File: config.mk
export PLATFORM = sky130hd
export DESIGN_NAME = pipe_control_unit
export DESIGN_NICKNAME = d
export VERILOG_FILES = /design/src/rtl/pipe_control_unit.sv
export SDC_FILE = /design/constraint.sdc
export NUM_CORES = 1
export LEC_CHECK = 0
export CAP_MARGIN = 0
export CORE_MARGIN = 5
export CORE_UTILIZATION = 37
export CTS_BUF_LIST = sky130_fd_sc_hd__clkbuf_8
export CTS_CLUSTER_SIZE = 10
export DETAILED_ROUTE_END_ITERATION = 7
export PLACE_DENSITY = 0.75
export REMOVE_ABC_BUFFERS = 1
export SYNTH_ARGS = -nofsm -noshare
export SYNTH_HDL_FRONTEND = slang
export SYNTH_SLANG_ARGS = --single-unit
File: constraint.sdc
create_clock -name clk -period 3.8 [get_ports clk]
set_clock_uncertainty 0.1 [all_clocks]
set_input_delay 0.76 -clock clk [delete_from_list [all_inputs] [get_ports clk]]
set_output_delay 0.76 -clock clk [all_outputs]
set_load 0.02 [all_outputs]
File: src/rtl/pipe_control_unit.sv
// ---------------------------------------------------------------------------
// pipe_control_unit
//
// Decode stage control for an RV32I(+M) pipeline. Decodes one instruction per
// accepted handshake into a registered control bundle for the EX stage,
// detects load-use hazards against the bundle currently held, and blocks
// issue for MD_LAT cycles after a multi-cycle M-extension operation.
//
// Parameters
//   EN_M        1: decode RV32M (md_op) and block issue after it; 0: M-ops illegal
//   MD_LAT      1..32, cycles issue is blocked after an accepted M-op
//   ALU_CTRL_W  width of alu_control (>= 4)
//
// Ports
//   clk, rst                 clock, synchronous active-high reset
//   in_valid / in_ready      decode input handshake
//   opcode, fun3, fun7       instruction fields [6:0], [14:12], [31:25]
//   rs1, rs2, rd             register addresses
//   flush                    drop the held bundle and any pending issue block
//   out_valid / out_ready    registered bundle handshake towards EX
//   reg_write .. illegal     registered single-bit controls
//   imm_sel                  0=I 1=S 2=B 3=U 4=J
//   alu_control              0 ADD 1 SUB 2 SLL 3 SLT 4 SLTU 5 XOR 6 SRL 7 SRA
//                            8 OR 9 AND 10 PASS_B
//   rd_out                   registered destination register
// ---------------------------------------------------------------------------
module pipe_control_unit #(
    parameter int EN_M       = 0,
    parameter int MD_LAT     = 4,
    parameter int ALU_CTRL_W = 4
) (
    input  logic                  clk,
    input  logic                  rst,
    input  logic                  in_valid,
    output logic                  in_ready,
    input  logic [6:0]            opcode,
    input  logic [2:0]            fun3,
    input  logic [6:0]            fun7,
    input  logic [4:0]            rs1,
    input  logic [4:0]            rs2,
    input  logic [4:0]            rd,
    input  logic                  flush,
    output logic                  out_valid,
    input  logic                  out_ready,
    output logic                  reg_write,
    output logic                  operand_a,
    output logic                  operand_b,
    output logic                  mem_to_reg,
    output logic                  load,
    output logic                  store,
    output logic                  branch,
    output logic                  jal,
    output logic                  jalr,
    output logic                  mem_en,
    output logic                  md_op,
    output logic                  illegal,
    output logic [2:0]            imm_sel,
    output logic [ALU_CTRL_W-1:0] alu_control,
    output logic [4:0]            rd_out
);

    localparam logic [6:0] OP_R      = 7'b0110011;
    localparam logic [6:0] OP_I      = 7'b0010011;
    localparam logic [6:0] OP_LOAD   = 7'b0000011;
    localparam logic [6:0] OP_STORE  = 7'b0100011;
    localparam logic [6:0] OP_BRANCH = 7'b1100011;
    localparam logic [6:0] OP_JAL    = 7'b1101111;
    localparam logic [6:0] OP_JALR   = 7'b1100111;
    localparam logic [6:0] OP_LUI    = 7'b0110111;
    localparam logic [6:0] OP_AUIPC  = 7'b0010111;

    localparam logic [2:0] IMM_I = 3'd0;
    localparam logic [2:0] IMM_S = 3'd1;
    localparam logic [2:0] IMM_B = 3'd2;
    localparam logic [2:0] IMM_U = 3'd3;
    localparam logic [2:0] IMM_J = 3'd4;

    localparam logic [ALU_CTRL_W-1:0] ALU_ADD    = ALU_CTRL_W'(0);
    localparam logic [ALU_CTRL_W-1:0] ALU_SUB    = ALU_CTRL_W'(1);
    localparam logic [ALU_CTRL_W-1:0] ALU_SLL    = ALU_CTRL_W'(2);
    localparam logic [ALU_CTRL_W-1:0] ALU_SLT    = ALU_CTRL_W'(3);
    localparam logic [ALU_CTRL_W-1:0] ALU_SLTU   = ALU_CTRL_W'(4);
    localparam logic [ALU_CTRL_W-1:0] ALU_XOR    = ALU_CTRL_W'(5);
    localparam logic [ALU_CTRL_W-1:0] ALU_SRL    = ALU_CTRL_W'(6);
    localparam logic [ALU_CTRL_W-1:0] ALU_SRA    = ALU_CTRL_W'(7);
    localparam logic [ALU_CTRL_W-1:0] ALU_OR     = ALU_CTRL_W'(8);
    localparam logic [ALU_CTRL_W-1:0] ALU_AND    = ALU_CTRL_W'(9);
    localparam logic [ALU_CTRL_W-1:0] ALU_PASS_B = ALU_CTRL_W'(10);

    localparam logic [4:0] MD_LOAD = 5'(MD_LAT - 1);

    typedef enum logic {
        RUN     = 1'b0,
        MD_WAIT = 1'b1
    } state_t;

    typedef struct packed {
        logic                  reg_write;
        logic                  operand_a;
        logic                  operand_b;
        logic                  mem_to_reg;
        logic                  load;
        logic                  store;
        logic                  branch;
        logic                  jal;
        logic                  jalr;
        logic                  mem_en;
        logic                  md_op;
        logic                  illegal;
        logic [2:0]            imm_sel;
        logic [ALU_CTRL_W-1:0] alu_control;
    } ctrl_t;

    // alt selects SUB (fun3=000) or SRA (fun3=101); ignored for other fun3.
    function automatic logic [ALU_CTRL_W-1:0] alu_of(input logic [2:0] f3,
                                                     input logic       alt);
        logic [ALU_CTRL_W-1:0] op;
        case (f3)
            3'b000:  op = alt ? ALU_SUB : ALU_ADD;
            3'b001:  op = ALU_SLL;
            3'b010:  op = ALU_SLT;
            3'b011:  op = ALU_SLTU;
            3'b100:  op = ALU_XOR;
            3'b101:  op = alt ? ALU_SRA : ALU_SRL;
            3'b110:  op = ALU_OR;
            default: op = ALU_AND;
        endcase
        return op;
    endfunction

    state_t     state_reg, state_next;
    logic [4:0] cnt_reg, cnt_next;
    logic       out_valid_reg;
    ctrl_t      ctrl_reg;
    logic [4:0] rd_reg;

    ctrl_t      dec_next;
    logic       uses_rs1, uses_rs2, is_mop;
    logic       advance, load_use, accept;

    // ------------------------------------------------------------------
    // Combinational decode of the presented instruction
    // ------------------------------------------------------------------
    always_comb begin
        dec_next = '0;
        uses_rs1 = 1'b0;
        uses_rs2 = 1'b0;
        is_mop   = 1'b0;
        case (opcode)
            OP_R: begin
                uses_rs1 = 1'b1;
                uses_rs2 = 1'b1;
                if (fun7 == 7'b0000001) begin
                    if (EN_M != 0) begin
                        dec_next.reg_write = 1'b1;
                        dec_next.md_op     = 1'b1;
                        is_mop             = 1'b1;
                    end else begin
                        dec_next.illegal = 1'b1;
                    end
                end else begin
                    dec_next.reg_write   = 1'b1;
                    dec_next.alu_control = alu_of(fun3, fun7[5]);
                end
            end
            OP_I: begin
                uses_rs1             = 1'b1;
                dec_next.reg_write   = 1'b1;
                dec_next.operand_b   = 1'b1;
                dec_next.imm_sel     = IMM_I;
                // Only the shift-right immediate uses fun7[5]; ADDI never subtracts.
                dec_next.alu_control = alu_of(fun3, fun7[5] && (fun3 == 3'b101));
            end
            OP_LOAD: begin
                uses_rs1           = 1'b1;
                dec_next.reg_write = 1'b1;
                dec_next.operand_b = 1'b1;
                dec_next.load      = 1'b1;
                dec_next.imm_sel   = IMM_I;
            end
            OP_STORE: begin
                uses_rs1           = 1'b1;
                uses_rs2           = 1'b1;
                dec_next.operand_b = 1'b1;
                dec_next.store     = 1'b1;
                dec_next.imm_sel   = IMM_S;
            end
            OP_BRANCH: begin
                uses_rs1         = 1'b1;
                uses_rs2         = 1'b1;
                dec_next.branch  = 1'b1;
                dec_next.imm_sel = IMM_B;
                // Equality compares subtract; ordered compares use set-less-than.
                case (fun3[2:1])
                    2'b10:   dec_next.alu_control = ALU_SLT;
                    2'b11:   dec_next.alu_control = ALU_SLTU;
                    default: dec_next.alu_control = ALU_SUB;
                endcase
            end
            OP_JAL: begin
                dec_next.reg_write = 1'b1;
                dec_next.jal       = 1'b1;
                dec_next.operand_a = 1'b1;
                dec_next.operand_b = 1'b1;
                dec_next.imm_sel   = IMM_J;
            end
            OP_JALR: begin
                uses_rs1           = 1'b1;
                dec_next.reg_write = 1'b1;
                dec_next.jalr      = 1'b1;
                dec_next.operand_b = 1'b1;
                dec_next.imm_sel   = IMM_I;
            end
            OP_LUI: begin
                dec_next.reg_write   = 1'b1;
                dec_next.operand_b   = 1'b1;
                dec_next.imm_sel     = IMM_U;
                dec_next.alu_control = ALU_PASS_B;
            end
            OP_AUIPC: begin
                dec_next.reg_write = 1'b1;
                dec_next.operand_a = 1'b1;
                dec_next.operand_b = 1'b1;
                dec_next.imm_sel   = IMM_U;
            end
            default: begin
                dec_next.illegal = 1'b1;
            end
        endcase
        dec_next.mem_en     = dec_next.load | dec_next.store;
        dec_next.mem_to_reg = dec_next.load;
    end

    // ------------------------------------------------------------------
    // Load-use hazard: the held bundle is a load whose destination is read
    // by the presented instruction. x0 never creates a dependency.
    // ------------------------------------------------------------------
    logic [4:0] src_addr [2];
    logic [1:0] src_used;
    logic [1:0] src_hit;

    assign src_addr[0] = rs1;
    assign src_addr[1] = rs2;
    assign src_used    = {uses_rs2, uses_rs1};

    generate
        for (genvar gi = 0; gi < 2; gi++) begin : g_src
            assign src_hit[gi] = src_used[gi] && (src_addr[gi] == rd_reg);
        end
    endgenerate

    assign load_use = out_valid_reg && ctrl_reg.load && (rd_reg != 5'd0) && (|src_hit);
    assign advance  = !out_valid_reg || out_ready;
    assign in_ready = !rst && advance && (state_reg == RUN) && !load_use && !flush;
    assign accept   = in_valid && in_ready;

    // ------------------------------------------------------------------
    // Output register. Holds while EX stalls; a non-accepting advance
    // leaves the fields alone and just drops out_valid (bubble).
    // ------------------------------------------------------------------
    always_ff @(posedge clk) begin
        if (rst) begin
            out_valid_reg <= 1'b0;
            ctrl_reg      <= '0;
            rd_reg        <= 5'd0;
        end else if (flush) begin
            out_valid_reg <= 1'b0;
        end else if (advance) begin
            out_valid_reg <= accept;
            if (accept) begin
                ctrl_reg <= dec_next;
                rd_reg   <= rd;
            end
        end
    end

    // ------------------------------------------------------------------
    // Issue-block FSM. Entering MD_WAIT with MD_LAT-1 and leaving the cycle
    // after the count hits 0 blocks issue for exactly MD_LAT cycles.
    // ------------------------------------------------------------------
    always_ff @(posedge clk) begin
        if (rst) begin
            state_reg <= RUN;
            cnt_reg   <= 5'd0;
        end else begin
            state_reg <= state_next;
            cnt_reg   <= cnt_next;
        end
    end

    always_comb begin
        state_next = state_reg;
        cnt_next   = cnt_reg;
        if (flush) begin
            state_next = RUN;
            cnt_next   = 5'd0;
        end else begin
            case (state_reg)
                RUN: begin
                    if (accept && is_mop) begin
                        state_next = MD_WAIT;
                        cnt_next   = MD_LOAD;
                    end
                end
                MD_WAIT: begin
                    if (cnt_reg == 5'd0) begin
                        state_next = RUN;
                    end else begin
                        cnt_next = cnt_reg - 5'd1;
                    end
                end
                default: begin
                    state_next = RUN;
                    cnt_next   = 5'd0;
                end
            endcase
        end
    end

    assign out_valid   = out_valid_reg;
    assign reg_write   = ctrl_reg.reg_write;
    assign operand_a   = ctrl_reg.operand_a;
    assign operand_b   = ctrl_reg.operand_b;
    assign mem_to_reg  = ctrl_reg.mem_to_reg;
    assign load        = ctrl_reg.load;
    assign store       = ctrl_reg.store;
    assign branch      = ctrl_reg.branch;
    assign jal         = ctrl_reg.jal;
    assign jalr        = ctrl_reg.jalr;
    assign mem_en      = ctrl_reg.mem_en;
    assign md_op       = ctrl_reg.md_op;
    assign illegal     = ctrl_reg.illegal;
    assign imm_sel     = ctrl_reg.imm_sel;
    assign alu_control = ctrl_reg.alu_control;
    assign rd_out      = rd_reg;

endmodule

Yosys cells after proc, flatten, opt, wreduce, memory -nomap -nowiden
Index checks and enable logic that the tools add are counted.
{"block": "totals", "reg_bits": 29, "inputBits": 37, "output_inout_bits": 26, "word_cells": 98}
{"block": "op_classes", "add_sub_neg": 1, "n_eq_ne": 21, "n_mux": 27, "n_bitwise": 3, "reduce_logical": 30}
{"operator": "4-bit one-hot mux with 7 select lines", "count": 2}
{"operator": "7-bit by 6-bit == test with 1-bit output, second input constant", "count": 3}
{"operator": "7-bit == test, second input constant", "count": 3}
{"operator": "1-bit 2-to-1 mux", "count": 16}
{"operator": "4-bit one-hot mux with 4 select lines", "count": 1}
{"operator": "7-bit by 5-bit == test with 1-bit output, second input constant", "count": 2}
{"operator": "3-bit one-hot mux with 4 select lines", "count": 1}
{"operator": "6-bit OR reduction", "count": 2}
{"operator": "1-bit logical AND", "count": 11}
{"operator": "5-bit == test", "count": 2}
{"operator": "5-bit 2-to-1 mux", "count": 2}
{"operator": "3-bit == test, second input constant", "count": 3}
{"operator": "2-bit OR reduction", "count": 4}
{"operator": "8-bit OR reduction", "count": 1}
{"operator": "7-bit by 1-bit == test with 1-bit output, second input constant", "count": 1}
{"operator": "7-bit by 2-bit == test with 1-bit output, second input constant", "count": 1}
{"operator": "7-bit OR reduction", "count": 1}
{"operator": "3-bit by 2-bit == test with 1-bit output, second input constant", "count": 2}
{"operator": "1-bit one-hot mux with 2 select lines", "count": 3}
{"operator": "3-bit one-hot mux with 2 select lines", "count": 1}
{"operator": "5-bit logical NOT", "count": 1}
{"operator": "5-bit nonzero test", "count": 1}
{"operator": "5-bit by 1-bit subtractor with 5-bit output, second input constant", "count": 1}
{"operator": "2-bit == test, second input constant", "count": 2}
{"operator": "other kinds (11)", "count": 15}

Longest topological paths before layout
Gate-level depths: netlist of the first run.
{"block": "logic_depth", "word_depth": 11, "depth_mapped": 8, "ltp_nobuf": 7}

Worst setup path after synthesis of the first run
Ideal clock, no wire load.
{"block": "synth_path", "kind": "input port to output port", "from": "input opcode[5]", "to": "output in_ready", "arrival_time_ns": 2.017, "setup_slack_ns": 0.923, "cell_stages": 7, "path_cell_list": "buf_2 > nand3b_1 > o21a_1 > nor4_1 > o21a_4 > buf_4 > nor3_1"}
{"block": "synth_via", "elab_chain_cells": 9}
{"element": "start, declared", "line_no": "36", "rtl": "input logic [6:0] opcode,"}
{"element": "7-bit == test (tied with other cells)", "line_no": "149", "rtl": "case (opcode)"}
{"element": "6-bit OR reduction (no source line) or 3-bit OR reduction (tied branches)"}
{"element": "1-bit 2-to-1 mux", "line_no": "149"}
{"element": "1-bit logical AND", "line_no": "248", "rtl": "assign src_hit[gi] = src_used[gi] && (src_addr[gi] == rd_reg);"}
{"element": "2-bit OR reduction (*)", "line_no": "252", "rtl": "assign load_use = out_valid_reg && ctrl_reg.load && (rd_reg != 5'd0) && (|src_hit);"}
{"element": "1-bit logical AND (*)", "line_no": "252"}
{"element": "1-bit logical NOT (*)", "line_no": "254", "rtl": "assign in_ready = !rst && advance && (state_reg == RUN) && !load_use && !flush;"}
{"element": "1-bit logical AND (*) (2 in series)", "line_no": "254"}
{"element": "end, declared", "line_no": "35", "rtl": "output logic in_ready,"}
Every way passes the cells marked *; elsewhere a longest branch is shown, timed or not.

Worst setup path in the final report of the first run
{"block": "layout_path", "from": "input opcode[3]", "to": "output in_ready"}
The elaborated chain is that of the path after synthesis.

==> results of run 1 <==
per-stage QoR:
step	worst slack (ns)	hold slack, ns	total power [uW]
floorplan	1.03	0.322	370
global placement	0.110	0.341	448
detailed placement	0.0763	0.344	449
CTS	0.0662	0.354	686
global route	0.0450	0.378	712
finish	0.141	0.353	683
final timing paths:
path	startpoint	endpoint	slack, ns	cells past startpoint
min reg2reg	cnt_reg[4]	cnt_reg[4]	0.35	2
max reg2reg	rd_out[0]	jalr	1.45	8
min	cnt_reg[4]	cnt_reg[4]	0.35	2
max	opcode[3]	in_ready	0.14	7
logic make-up after synthesis:
family,synth area share
AOI/OAI and AO/OA,0.261
xor gates and xnor gates,0.0772
adders and majority gates,0.00787
buffers and inverters,0.0535
DFF,0.365
muxes,0.00630
other,0.00236
and+or+nand+nor,0.226
layout make-up:
class	count	area share
sequential	29	0.243
clock buffer	5	0.0288
inverter	8	0.0126
clock inverter	3	0.00575
multi-input combinational	145	0.391
timing repair buffer	73	0.293
tap	50	0.0262
power by group:
part / switching, uW / internal [uW]
registers: 5.80 / 311
logic: 56.4 / 70.7
clock network: 116 / 124
worst register-to-register path, delay by kind of cell, from the launching register on:
family	cells	cell delay, ns
buf+inv	2	0.31
simple gates	4	1.21
flops	1	0.37
compound gates	2	0.29
per-layer routing:
layer / wire (um) / vias to the layer above / global-route usage
met2: 2270 / 56 / 0.290
li1: - / 854 / -
met1: 2000 / 799 / 0.209
met5: 0 / - / 0
met4: 64 / 0 / 0.0621
met3: 396 / 8 / 0.0528
synth_stat cells, types with 2 or more instances:
master and n:
inv_1 8, a311oi_1 2, clkbuf_1 5, o211ai_1 3, or2_2 2, xnor2_1 10, nand2b_1 4, or4_1 2
o41ai_1 2, or3_1 3, buf_2 2, nand3_1 12, o21ai_0 14, xor2_1 4, nand4_1 2, o21a_1 2
a211oi_1 5, buf_4 3, nor3_1 7, dfxtp_1 29, a21oi_1 21, nand2_1 8, nor2_1 13, nor4_1 4
cells in the final DEF, fill, tap and decap left out, types with 4 or more instances in the layout:
| cell | netlist | routed |
|---|---|---|
| clkdlybuf4s50_1 | 0 | 61 |
| dfxtp_1 | 29 | 29 |
| a21oi_1 | 21 | 21 |
| o21ai_0 | 14 | 14 |
| nor2_1 | 13 | 13 |
| nand3_1 | 12 | 12 |
| buf_4 | 3 | 12 |
| xnor2_1 | 10 | 10 |
| inv_1 | 8 | 9 |
| nand2_1 | 8 | 8 |
| nor3_1 | 7 | 7 |
| a211oi_1 | 5 | 5 |
| clkbuf_8 | 0 | 5 |
| xor2_1 | 4 | 4 |
| nor4_1 | 4 | 4 |
| nand2b_1 | 4 | 4 |
==> flow_metrics.env, run 1 <==
export IMPL_slew_headroom=0.597
export IMPL_die_h_um=75.5
export IMPL_dpl_hpwl_mm=3.64
export IMPL_irDropWorstVdd_mv=0.152
export IMPL_max_slew_worst_pin_slew_ns=0.598
export IMPL_start_kind="input port"
export IMPL_multi_input_area_um2=936
export IMPL_hp_class="flop to flop"
export IMPL_clock_path_buffers=2
export IMPL_fmax_mhz=273
export IMPL_clk_latency_ns=0.28
export IMPL_h_tree_depth=2
export IMPL_post_route_min_period_ns=3.66
export IMPL_worstPathRequired_ns=2.94
export IMPL_dp_cells=305
export IMPL_synth_cells=193
export IMPL_instances_no_fill=313
export IMPL_clockRootBuffer="clkbuf_8"
export IMPL_core_area_um2=4090
export IMPL_regArea_um2=581
export IMPL_finalHoldViolCount=0
export IMPL_avgSynthCellArea_um2=8.23
export IMPL_maxCapViolations=0
export IMPL_cts_resized=0
export IMPL_num_rows=23
export IMPL_wl_mm=4.74
export IMPL_synth_main_ff_cell="dfxtp_1"
export IMPL_stdcell_area_um2=2390
export IMPL_rsz0062_at_grt="false"
export IMPL_synth_area_um2=1590
export IMPL_antenna_found_initial=0
export IMPL_cts_tree="yes"
export IMPL_final_antenna_net_count=0
export IMPL_synth_yosys_warnings=0
export IMPL_fin_setup_tns_ns=0
export IMPL_cp_top_family="buffers and inverters"
export IMPL_powerDensity_nw_per_um2=286
export IMPL_cp_arrival_ns=2.80
export IMPL_cts_buffers=5
export IMPL_postCtsSetupRepairBufs=0
export IMPL_wl_per_cell_um=15.1
export IMPL_final_nets=300
export IMPL_antenna_cells=0
export IMPL_die_area_um2=5710
export IMPL_synth_cell_types=50
export IMPL_via_per_inst=5.49
export IMPL_cpMaxStageDelayCell="clkdlybuf4s50_1"
export IMPL_ys_top_cells_by_area="dfxtp_1 (37%), a21oi_1 (6.6%), xnor2_1 (5.5%), o21ai_0 (4.4%), nand3_1 (3.8%)"
export IMPL_end_kind="output pin"
export IMPL_yosysSeqAreaShare=0.365
export IMPL_slowest_delay_ns=0.54
export IMPL_post_route_util=0.585
export IMPL_placed_area_um2=2300
export IMPL_crit_fanout=4
export IMPL_drive_gt1_frac=0.103
export IMPL_gp_congestion=0.773
export IMPL_overflow=0
export IMPL_first_global_vias=1675
export IMPL_setup_viol=0
export IMPL_route_detailed_drc=0
export IMPL_synth_edff_count=0
export IMPL_initial_core_util=0.389
export IMPL_vias=1717
export IMPL_yosysTopAreaCell="dfxtp_1"
export IMPL_hold_buffers=0
export IMPL_clkTransAtPathRegs_ns=0.06
export IMPL_gr_usage_all_layers=0.173
export IMPL_drtIter0Drc=90
export IMPL_fillCellCount=381
export IMPL_critPathKind="input port to output pin"
export IMPL_path_cells="clkdlybuf4s50_1, and4bb_2, nand2_1, a2111oi_4, o21a_4, nor3_1, clkdlybuf4s50_1"
export IMPL_fp_dieW_um=75.5
export IMPL_critPathBufInv=2
export IMPL_yosys_area_top_type_share=0.365
export IMPL_ys_ff_latch=29
export IMPL_grt_max_degree=26
export IMPL_timing_final_crit_share=0.963
export IMPL_grt_pass1_wl_mm=7.56
export IMPL_area_growth_pct=50.6
export IMPL_status="finished clean"
export IMPL_io_pins=63
export IMPL_drv_slew=0
export IMPL_cts_sinks=29
export IMPL_portBuffers=61
export IMPL_p_leak_uw=0.000830
export IMPL_async_reset_ff_frac=0
export IMPL_drt_pass1_iterations=4
export IMPL_cp_common_cell="clkdlybuf4s50_1"
Note: power is estimated with default switching activity, not from simulation.
==> run 2, diff against run 1 <==
--- a/config.mk
+++ b/config.mk
@@ -11,8 +11,10 @@
 export CTS_BUF_LIST = sky130_fd_sc_hd__clkbuf_8
 export CTS_CLUSTER_SIZE = 10
 export DETAILED_ROUTE_END_ITERATION = 7
+export HOLD_SLACK_MARGIN = 0.08
 export PLACE_DENSITY = 0.75
 export REMOVE_ABC_BUFFERS = 1
+export SLEW_MARGIN = 0
 export SYNTH_ARGS = -nofsm -noshare
 export SYNTH_HDL_FRONTEND = slang
 export SYNTH_SLANG_ARGS = --single-unit
==> results of run 2 <==
Final layout, timing and power as in run 1 (identical DEF).
